$ cat src/rtl/game_sequencer.sv
// game_sequencer: round controller for the password-guessing game.
// Each level gets a password sampled from a free-running LFSR and a BCD
// countdown that shrinks per level down to a floor. Guesses arrive on rising
// edges of the debounced enter level; each one is graded into a per-bit LED
// mask, and the FSM advances the level, declares a win, or declares a fail.
// Input protocol: enter is a level. Only its 0->1 transition, seen while in
// PLAY (or IDLE to start), is acted on. Holding it high has no further effect.
module game_sequencer #(
  parameter int          NUM_LEVELS = 9,
  parameter int          BASE_TIME  = 60,
  parameter int          TIME_STEP  = 5,
  parameter int          MIN_TIME   = 10,
  parameter logic [9:0]  SEED       = 10'h2B5
) (
  input  logic        clk,
  input  logic        reset,
  input  logic        tick,
  input  logic        enter,
  input  logic [9:0]  sw,
  output logic [3:0]  level,
  output logic [3:0]  sec_tens,
  output logic [3:0]  sec_ones,
  output logic [9:0]  led,
  output logic [3:0]  attempts,
  output logic [9:0]  password,
  output logic        win,
  output logic        fail,
  output logic [2:0]  dbg_state
);

  typedef enum logic [2:0] {
    S_IDLE  = 3'd0,
    S_LOAD  = 3'd1,
    S_PLAY  = 3'd2,
    S_CHECK = 3'd3,
    S_WIN   = 3'd4,
    S_FAIL  = 3'd5
  } state_e;

  state_e      state_q, state_d;
  logic [9:0]  lfsr_q, lfsr_d;
  logic        enter_q;
  logic [3:0]  level_q, level_d;
  logic [3:0]  tens_q, tens_d;
  logic [3:0]  ones_q, ones_d;
  logic [9:0]  led_q, led_d;
  logic [3:0]  att_q, att_d;
  logic [9:0]  pw_q, pw_d;
  logic [9:0]  guess_q, guess_d;

  logic        enter_edge;
  logic        timer_zero;
  int          start_raw;
  logic [6:0]  start_sec;
  logic [3:0]  start_tens;
  logic [3:0]  start_ones;

  assign enter_edge = enter & ~enter_q;
  assign timer_zero = (tens_q == 4'd0) && (ones_q == 4'd0);
  // x^10 + x^7 + 1 Fibonacci form; a nonzero seed never reaches zero
  assign lfsr_d     = {lfsr_q[8:0], lfsr_q[9] ^ lfsr_q[6]};

  // Level start time, clamped to the floor and split into BCD digits
  always_comb begin
    start_raw = BASE_TIME - (int'(level_q) - 1) * TIME_STEP;
    if (start_raw < MIN_TIME) start_raw = MIN_TIME;
    start_sec  = 7'(start_raw);
    start_tens = 4'(start_sec / 7'd10);
    start_ones = 4'(start_sec % 7'd10);
  end

  // Next-state and datapath updates for the round FSM
  always_comb begin
    state_d = state_q;
    level_d = level_q;
    tens_d  = tens_q;
    ones_d  = ones_q;
    led_d   = led_q;
    att_d   = att_q;
    pw_d    = pw_q;
    guess_d = guess_q;
    case (state_q)
      S_IDLE: begin
        if (enter_edge) begin
          level_d = 4'd1;
          state_d = S_LOAD;
        end
      end
      S_LOAD: begin
        pw_d    = lfsr_q;
        tens_d  = start_tens;
        ones_d  = start_ones;
        led_d   = '0;
        att_d   = '0;
        state_d = S_PLAY;
      end
      S_PLAY: begin
        // A tick and an enter edge in the same cycle both take effect
        if (tick && !timer_zero) begin
          if (ones_q == 4'd0) begin
            ones_d = 4'd9;
            tens_d = tens_q - 4'd1;
          end else begin
            ones_d = ones_q - 4'd1;
          end
        end
        if (enter_edge) begin
          guess_d = sw;
          state_d = S_CHECK;
        end else if (timer_zero) begin
          state_d = S_FAIL;
        end
      end
      S_CHECK: begin
        led_d = ~(guess_q ^ pw_q);
        if (guess_q == pw_q) begin
          if (level_q == 4'(NUM_LEVELS)) begin
            state_d = S_WIN;
          end else begin
            level_d = level_q + 4'd1;
            state_d = S_LOAD;
          end
        end else if (!timer_zero) begin
          if (att_q != 4'd15) att_d = att_q + 4'd1;
          state_d = S_PLAY;
        end else begin
          state_d = S_FAIL;
        end
      end
      default: begin
        // WIN and FAIL are terminal: everything holds until reset
      end
    endcase
  end

  // State and datapath registers; reset returns to IDLE immediately
  always_ff @(posedge clk or posedge reset) begin
    if (reset) begin
      state_q <= S_IDLE;
      lfsr_q  <= SEED;
      enter_q <= 1'b0;
      level_q <= '0;
      tens_q  <= '0;
      ones_q  <= '0;
      led_q   <= '0;
      att_q   <= '0;
      pw_q    <= '0;
      guess_q <= '0;
    end else begin
      state_q <= state_d;
      lfsr_q  <= lfsr_d;
      enter_q <= enter;
      level_q <= level_d;
      tens_q  <= tens_d;
      ones_q  <= ones_d;
      led_q   <= led_d;
      att_q   <= att_d;
      pw_q    <= pw_d;
      guess_q <= guess_d;
    end
  end

  assign level     = level_q;
  assign sec_tens  = tens_q;
  assign sec_ones  = ones_q;
  assign led       = led_q;
  assign attempts  = att_q;
  assign password  = pw_q;
  assign win       = (state_q == S_WIN);
  assign fail      = (state_q == S_FAIL);
  assign dbg_state = state_q;

endmodule
$ cat config.mk
export PLATFORM = sky130hd
export DESIGN_NAME = game_sequencer
export DESIGN_NICKNAME = d
export VERILOG_FILES = /design/src/rtl/game_sequencer.sv
export SDC_FILE = /design/constraint.sdc
export NUM_CORES = 1
export LEC_CHECK = 0
export CAP_MARGIN = 20
export CELL_PAD_IN_SITES_DETAIL_PLACEMENT = 1
export CELL_PAD_IN_SITES_GLOBAL_PLACEMENT = 1
export CORE_MARGIN = 3
export CORE_UTILIZATION = 42
export CTS_CLUSTER_SIZE = 24
export DETAILED_ROUTE_END_ITERATION = 8
export PLACE_DENSITY = 0.76
export RECOVER_POWER = 50
export SYNTH_ARGS = -nofsm -noshare
export SYNTH_HDL_FRONTEND = slang
export SYNTH_SLANG_ARGS = --single-unit
$ cat constraint.sdc
create_clock -name clk -period 9.3 [get_ports clk]
set_input_delay 1.395 -clock clk [delete_from_list [all_inputs] [get_ports clk]]
set_output_delay 1.395 -clock clk [all_outputs]
set_load 0.01 [all_outputs]
## Word level (Yosys, flattened, before mapping)

Cells that the tools add are included.

| storage, ports and cells | value |
|---|---|
| flip-flop bits (word level) | 60 |
| input port bits | 14 |
| output and inout port bits | 41 |
| logic and storage cells | 81 |

| operators by class | value |
|---|---|
| add/subtract/negate cells | 6 |
| $mul | 1 |
| div/mod/pow operators | 2 |
| $lt $le $gt $ge | 1 |
| eq/ne operators | 17 |
| multiplexer cells | 23 |
| bitwise operators | 5 |
| reductions and logical operators | 16 |

Operators with widths:

| cell | number |
|---|---|
| $mux W4 | 10 |
| $pmux W4 S2 | 4 |
| $pmux W10 S2 | 1 |
| $mux W3 | 6 |
| $ne A2 B2 Y1 const B | 8 |
| $pmux W3 S4 | 1 |
| $eq A10 B10 Y1 | 1 |
| $lt A10 B5 Y1 const B | 1 |
| $not A10 Y10 | 1 |
| $sub A7 B9 Y10 const A | 1 |
| $xor A10 B10 Y10 | 1 |
| $mul A5 B4 Y9 const B | 1 |
| $add A4 B1 Y4 const B | 2 |
| $logic_not A4 Y1 | 2 |
| $reduce_and A4 Y1 | 2 |
| $sub A4 B1 Y4 const B | 2 |
| $div A7 B4 Y7 const B | 1 |
| $mod A7 B4 Y7 const B | 1 |
| $mux W7 | 1 |
| $eq A3 B2 Y1 const B | 2 |
| $eq A3 B3 Y1 const B | 2 |
| $reduce_and A3 Y1 | 2 |
| $reduce_bool A2 Y1 | 3 |
| $sub A4 B1 Y5 const B | 1 |
| other kinds (12) | 14 |

## Depth between registers and ports, before layout

Gate-level depths: netlist of the first run.

| depth | value |
|---|---|
| depth in word-level cells | 7 |
| depth in mapped cells | 33 |
| mapped depth without buffers | 31 |

## Worst setup path before layout of the first run

No wires, ideal clock.

| timing | value |
|---|---|
| kind | register to register |
| from | register level_q[0], in the netlist level[0] |
| to | register ones_q[2], in the netlist sec_ones[2] |
| library setup time | 0.104 ns |
| arrival time | 7.414 ns |
| required time | 9.196 ns |
| path slack | 1.782 ns |
| cell stages (with the launch flop) | 32 |
| path buffers | 2 |
| period minus slack after synthesis | 7.518 ns |
| cells stage by stage | dfrtp_1 clkbuf_1 nor3_1 xor2_1 inv_1 ha_1 inv_1 fa_1 fa_1 buf_2 a211oi_1 o21ba_2 o21ai_1 nor4_1 or2_2 nor2_1 ha_1 nor4_1 a2111oi_2 a211oi_1 inv_1 ha_1 o211ai_1 nand2b_1 a32oi_4 a21oi_1 xnor2_1 ha_1 inv_1 o32a_1 or4_1 o311ai_1 |

| on the way | value |
|---|---|
| longest elaborated chain between the ends | 7 |

Ends and longest elaborated chain:

| what | line | RTL |
|---|---|---|
| start: declaration | 43 | `logic [3:0] level_q, level_d;` |
| start signal: assignment | 153 | `level_q <= level_d;` |
| $sub A4 B1 Y5 * | 65 | `start_raw = BASE_TIME - (int'(level_q) - 1) * TIME_STEP;` |
| $mul A5 B4 Y9 * | 65 |  |
| $sub A7 B9 Y10 * | 65 |  |
| $lt A10 B5 Y1 | 66 | `if (start_raw < MIN_TIME) start_raw = MIN_TIME;` |
| $mux W7 * | 66 |  |
| $mod A7 B4 Y7 * | 69 | `start_ones = 4'(start_sec % 7'd10);` |
| $pmux W4 S2 * | 82 | `case (state_q)` |
| end signal: assignment | 155 | `ones_q <= ones_d;` |
| end: declaration | 45 | `logic [3:0] ones_q, ones_d;` |

Every way passes the cells marked *; elsewhere a longest branch is shown, timed or not.
A chain may end at the register's enable or synchronous reset.

## Final worst setup path of the first run

Same ends and word-level chain as after synthesis.

==> results of run 1 <==
-- sequential cells by signal (all words and copies together) (netlist names) --
name,count
sec_tens,4
led,10
enter_q,1
password,10
dbg_state,3
attempts,4
sec_ones,4
guess_q,10
lfsr_q,10
level,4
-- cells by family after synthesis --
family | after synthesis | share of synthesized area (%)
xor+xnor | 22 | 5.07
buf+inv | 37 | 3.95
simple gates | 149 | 19.0
mux | 15 | 4.38
flops | 60 | 39.7
fa+ha+maj | 23 | 8.17
compound gates | 106 | 19.7
-- worst min path at each step --
stage	from	to	slack, ns
finish	lfsr_q[4]$_DFF_PP1_	lfsr_q[5]$_DFF_PP1_	0.37
global route	lfsr_q[4]$_DFF_PP1_	lfsr_q[5]$_DFF_PP1_	0.39
CTS	lfsr_q[4]$_DFF_PP1_	lfsr_q[5]$_DFF_PP1_	0.37
detailed placement	lfsr_q[4]$_DFF_PP1_	lfsr_q[5]$_DFF_PP1_	0.36
global placement	lfsr_q[4]$_DFF_PP1_	lfsr_q[5]$_DFF_PP1_	0.36
floorplan	lfsr_q[4]$_DFF_PP1_	lfsr_q[5]$_DFF_PP1_	0.35
-- Yosys cell counts (all sizes together) (5+ instances only) --
master | instances | share of area, %
nor3 | 6 | 0.79
nand2 | 62 | 6.1
mux2 | 13 | 3.9
and2 | 5 | 0.82
nor4 | 5 | 0.82
xor2 | 17 | 3.9
o21ai | 32 | 4.2
a31oi | 5 | 0.82
inv | 22 | 2.2
nand2b | 8 | 1.3
clkbuf | 11 | 1.1
xnor2 | 5 | 1.2
a21oi | 18 | 2.4
nand3 | 9 | 1.2
dfrtp | 54 | 36
a211oi | 7 | 1.5
a22o | 5 | 1.2
o31ai | 6 | 1.2
dfstp | 6 | 4.1
ha | 20 | 6.6
nor2 | 26 | 2.6
-- metal layers --
layer / global-route usage [%] / up-vias / wire length (um)
li1: - / 1586 / -
met1: 28.3 / 1655 / 4720
met2: 35.0 / 51 / 5060
met3: 3.74 / 4 / 314
met4: 4.09 / 0 / 41
met5: 0 / - / 0
-- stage by stage --
step / cell area [um2] / worst slack, ns / hold slack (ns)
2_1_floorplan: 3800 / 1.78 / 0.354
3_5_place_dp: 4420 / 0.906 / 0.361
5_1_grt: 4640 / 0.276 / 0.389
6_report: 4640 / 0.836 / 0.374
3_3_place_gp: 4420 / 1.47 / 0.357
4_1_cts: 4650 / 0.891 / 0.367
-- critical path, delay by kind of cell (launching register included) --
kind,cells,cell delay (ns)
xor+xnor,2,0.58
simple gates,7,2.30
flops,1,0.51
compound gates,10,2.53
buf+inv,4,0.32
fa+ha+maj,6,2.15
-- area by class of cell --
type                       count  area (um2)  share of cell area [%]
multi-input combinational    315        2140                    46.1
inverter                      22        82.6                    1.78
timing repair buffer          56         552                    11.9
sequential                    60        1510                    32.5
clock inverter                 6        87.6                    1.89
clock buffer                  10         138                    2.96
tap                          108         135                    2.91
==> reports/summary.md, run 1 <==
The flow ran to the end, but the final reports show violations. The checks that failed: max-capacitance violations, max-slew violations. The number of rows in the core area was 34; the setup slack on the worst flop-to-flop path was 0.84 ns.

Count of cells resized by post-cts repair: 0. The worst setup path is of the reg -> reg kind. The synthesized area was 3800 um2; the routability congestion estimate from global placement was 0.832. Setup total negative slack on the finished layout was measured at 0 ns. The tools report the sink count of the clock tree as 60. The run gives 9 as the clock buffer count from CTS. The highest attainable clock frequency is 118 MHz, and the biggest cell delay along the critical path is 0.56 ns.

Entering global routing, the biggest net connects 61 pins. For the number of warnings issued by yosys, the log shows 0. Leaving out fill and tap cells, the most frequent cell in the layout is sky130_fd_sc_hd__nand2_1. From left edge to right edge, the die measures 101 um. On the final layout, the worst clock skew is 0.0154 ns. The end-of-flow core utilization came out at 53.0%.

Clock tree synthesis selected as its root buffer the cell sky130_fd_sc_hd__clkbuf_8. The number of cells on the worst reg-to-reg path is 29. The H-tree generated during clock tree synthesis spans 3 levels.

The clock passes through at most 2 buffers. For the post-detailed-route count of antenna-violating nets, the log shows 0. The floorplan step set the die height to 101 um. The number of global-route vias before repair came out at 3428. The run gives 62 as the number of distinct library cell variants in the gate-level netlist after synthesis.

The post-synthesis register bit count was 60; the number of buffers inserted by port buffering was 54. The average routed wire per standard cell was 17.6 um; the non-filler instance count after layout was 577. The post-synthesis to final-layout area growth was 22.2%.

The final-report max-slew violation count was 61; the number of DRC violations after detailed routing was 0. The max-cap check violation count was 1; the number of filler instances in the final layout was 1006. The largest individual stage delay along the critical path comes from the cell sky130_fd_sc_hd__fa_1.

The detailed router finished its first iteration with 125 violations. STA classifies the critical path startpoint as a flip-flop. For the core box area, the log shows 8760 um2. Setup violations remaining at the end of the flow were counted as 0. For the first-pass GRT wire length, the log shows 17100 um.

The path class of the tightest hold or removal check is reg -> reg. At the end of the flow, the number of nets in the layout was 501. Commonest register cell after synthesis: sky130_fd_sc_hd__dfrtp_1. The average vias per placed instance is 5.71, and the hold buffer count at CTS is 0.

After clock tree synthesis, the clock-pin slew on the worst setup and hold paths is 0.07 ns. Headroom to the max-slew limit came out at -117%. In this run the count of I/O pins placed on the die edge is 55. The detailed placer's ending HPWL is 7570 um, and the number of enable-type register cells in the synthesized netlist is 0.

The mean post-synth cell area came out at 9.22 um2. The run gives 0 as the final-report hold violation count. The maximum fanout count along the critical path was 12.

The final route contains 3296 vias. Setup repair after global routing left no endpoint under its margin. The tools report the area of the die as 10200 um2. Tracing the worst setup path back leads to its startpoint at level[0]$_DFFE_PP0P_. The endpoint identified for the worst register-to-register timing path is sec_ones[2]$_DFFE_PP0P_.

The tools report the first-pass iteration count of the detailed router as 4. The worst setup path is captured at a flip-flop. The initial antenna violation count came out at 0. The capturing instance or port of the critical path is sec_ones[2]$_DFFE_PP0P_.

The top cell types in the final layout, fill and taps aside, are 62 x sky130_fd_sc_hd__nand2_1, 54 x sky130_fd_sc_hd__dfrtp_1, 52 x sky130_fd_sc_hd__clkdlybuf4s50_1, 30 x sky130_fd_sc_hd__o21ai_0, 25 x sky130_fd_sc_hd__nor2_1. Counting instances, the worst hold path has a depth of 0. After global routing the overflow that remains totals 0. Of the available clock period, the critical path in the final layout requires 91.0%. The run gives 449 as the net count after synthesis. In the final layout, the share of cells above drive strength 1 is 9.17%. For the setup fix buffers added after clock tree synthesis, the log shows 0. STA puts the critical path data required time at 9.53 ns.

Of the synthesized area, sequential elements account for 39.7%. TritonCTS built the clock tree. After detailed placement, the design holds a cell count of 561. The async set-or-reset flop fraction in the synthesized netlist came out at 100%. The minimum clock period was 8.46 ns; the synthesized instance count was 412. The logs give 0.33 ns for the worst-skew pair later-pin latency and 10100 um for the total wire length after detailed routing. 0 antenna diodes ended up in the layout. Slew of the pin with the lowest slew margin: 3.26 ns. Once the floorplan was initialized, standard cells occupied 43.4% of the core. Across every metal layer, demand over resource in global routing totals 20.8%.

Data on the critical path arrives at its endpoint at 8.70 ns. In this run the critical register-to-register path is launched from level[0]$_DFFE_PP0P_.
Power of run 1 is not shown: default switching activity piles up to over one toggle a cycle in this logic, so the estimate is an artifact.
==> inputs of run 2 (changes only) <==
--- a/config.mk
+++ b/config.mk
@@ -8,7 +8,6 @@
 export CAP_MARGIN = 20
 export CELL_PAD_IN_SITES_DETAIL_PLACEMENT = 1
 export CELL_PAD_IN_SITES_GLOBAL_PLACEMENT = 1
-export CORE_MARGIN = 3
 export CORE_UTILIZATION = 42
 export CTS_CLUSTER_SIZE = 24
 export DETAILED_ROUTE_END_ITERATION = 8
==> constraint.sdc (replaced) <==
create_clock -name clk -period 9.38 [get_ports clk]
set_input_delay 1.407 -clock clk [delete_from_list [all_inputs] [get_ports clk]]
set_output_delay 1.407 -clock clk [all_outputs]
set_load 0.01 [all_outputs]
==> run 2 against run 1 <==
Compared with the run above:
- the run still ends with max-capacitance violations, max-slew violations left
- wire length decreased by 0.23%
- count of clock-buffer cells in the layout grew 2
- hold slack improved by 0.0070 ns
- non-clock buffer count is the same
- maximum frequency about the same
- worst setup slack gained 0.074 ns
- global-route usage is 1.8 points higher
- critical endpoint unchanged
==> reports/summary.md, run 2 (same netlist as run 1, synthesis figures left out) <==
The width of the die is 97.1 um (-4.0%). The hold buffer count at CTS came out at 0 (unchanged). The final instance area came out at 4590 um2 (-1.3%).

The classification of the worst setup path is reg -> reg. The violation count after the first detailed-route iteration was 123 (-1.6%). The commonest non-fill, non-tap cell in the layout was sky130_fd_sc_hd__nand2_1.

The number of rows in the core area is 34 (unchanged). In this run the critical register-to-register path is launched from level[0]$_DFFE_PP0P_. The post-synthesis to final-layout area growth is 20.7%. For the setup TNS, the log shows 0 ns (unchanged).

Final-layout worst hold slack: 0.381 ns (+0.00699 ns). The slew of the pin with the lowest slew margin was 3.27 ns (+0.00834 ns); the area of the die was 9430 um2 (-7.8%). The first-pass iteration count of the detailed router is 4 (unchanged), and the routability congestion estimate from global placement is 0.889 (+6.8%).

First-pass GRT wire length: 17200 um (+0.16%). The critical-path cell with the highest stage delay was sky130_fd_sc_hd__fa_1. The critical path's top delay family was compound AO/OA/AOI/OAI gates.

The initial antenna violation count came out at 0 (unchanged). The run gives 3 (unchanged) as the number of H-tree levels. In this run the worst hold path is classified as reg -> reg. For the final worst clock skew, the log shows 0.0104 ns (-0.00503 ns). Setup repair after global routing left no endpoint under its margin.

The number of buffers and inverters on the critical path works out to 4 (unchanged). The global route total overflow is 0 (unchanged), and the total number of nets in the final design is 501 (unchanged). The final number of setup-violating endpoints was 0 (unchanged). The portion of the clock cycle consumed by the worst path in the final layout was 90.3% (-0.72 points). The y dimension of the die was 97.1 um (-4.0%). The critical path starts at level[0]$_DFFE_PP0P_. The top-level port count is 55 (unchanged), and the post-detailed-placement cell area is 4420 um2 (unchanged).

The logs give 1024 (+1.8%) for the number of filler instances in the final layout and 8.71 ns (about the same) for the data arrival at the endpoint of the critical path. The maximum fanout count along the critical path was 12 (unchanged). The run finished, with violations left.

The tools report the storage element area as 1510 um2 (unchanged). In the layout the commonest cells are 62 x sky130_fd_sc_hd__nand2_1, 54 x sky130_fd_sc_hd__dfrtp_1, 52 x sky130_fd_sc_hd__clkdlybuf4s50_1, 30 x sky130_fd_sc_hd__o21ai_0, 25 x sky130_fd_sc_hd__nor2_1. The final reports fail on max-capacitance violations, max-slew violations. The global routing usage summed across all routing layers was 22.6% (+1.8 points).

Worst endpoint required time: 9.62 ns (+0.09 ns). The run gives 0 (unchanged) as the post-detailed-route count of antenna-violating nets. The tools report the startpoint of the lowest-slack hold path as lfsr_q[4]$_DFF_PP1_. The final-report hold violation count was 0 (unchanged); the routed via count was 3260 (-1.1%). The run gives 3416 (-0.35%) as the number of global-route vias before repair.

The share of cells above drive strength 1 is 8.32% (-0.85 points), and the worst-case headroom to the max-slew limit is -118% (-0.56 points). TritonCTS built the clock tree. For the area of the multi-input gates, the log shows 2140 um2 (unchanged).

The worst setup path is captured at a flip-flop. The max-cap check violation count came out at 1 (unchanged). For the setup fix buffers added after clock tree synthesis, the log shows 0 (unchanged). Biggest cell delay along the critical path: 0.55 ns (about the same).

The tools report the highest attainable clock frequency as 118 MHz (about the same). The average vias per placed instance came out at 5.65 (-1.1%). The logs give 9 (unchanged) for the clock buffer count from CTS and 61 (unchanged) for the final-report max-slew violation count. For the total wire length after detailed routing, the log shows 10100 um (-0.23%). For the detailed placer's ending HPWL, the log shows 7560 um (-0.19%). The worst-skew pair later-pin latency is 0.34 ns (about the same). The worst setup path is launched from a flip-flop.

The tools report the number of DRC violations after detailed routing as 0 (unchanged). The tools report the sink count of the clock tree as 60 (unchanged). The starting density of the core was 43.6% (+0.21 points). The average routed wire per standard cell was 17.5 um (-0.23%). Core box area: 8720 um2 (-0.49%). The antenna cell count was 0 (unchanged). Clock tree synthesis selected as its root buffer the cell sky130_fd_sc_hd__clkbuf_8.

The logs give 61 (unchanged) for the maximum number of pins on one net before global-route repair and 0 (unchanged) for the count of cells resized by post-cts repair. The clock slew seen by the registers of the worst setup and hold paths was 0.07 ns (about the same). The number of buffers inserted by port buffering is 54 (unchanged), and the minimum clock period is 8.47 ns (+0.00562 ns). The maximum root-to-sink buffer count is 2 (unchanged).
## run 2: metrics by stage
step	util, %	std cells	setup WS, ns
3_5_place_dp	50.7	561	0.958
6_report	52.6	577	0.910
2_1_floorplan	-	412	1.86
4_1_cts	52.7	577	0.930
5_1_grt	52.6	577	0.341
3_3_place_gp	50.7	561	1.56
## run 2: cell type report
cell class	count	share of cell area [%]
multi-input combinational	315	46.7
sequential	60	32.9
timing repair buffer	56	12.0
clock buffer	12	3.17
tap	108	2.95
inverter	22	1.80
clock inverter	4	0.546
## run 2: layer usage
metal / track usage, % / wire, um / vias up
met3: 3.67 / 261 / 12
met4: 7.12 / 122 / 0
met2: 37.3 / 4790 / 44
met1: 30.3 / 4940 / 1625
met5: 0 / 0 / -
li1: - / - / 1579
## run 2: path summary, 6_finish.rpt
check                                                to  cells after the start  slack, ns
min in group asynchronous       password[1]$_DFFE_PP0P_                      3       2.77
worst min register to register      lfsr_q[5]$_DFF_PP1_                      0       0.38
max in group asynchronous       sec_tens[1]$_DFFE_PP0P_                      3       4.77
worst min-delay path                lfsr_q[5]$_DFF_PP1_                      0       0.38
worst max register to register  sec_ones[2]$_DFFE_PP0P_                     29       0.91
worst max-delay path            sec_ones[2]$_DFFE_PP0P_                     29       0.91
Power of run 2 is left out for the same reason.
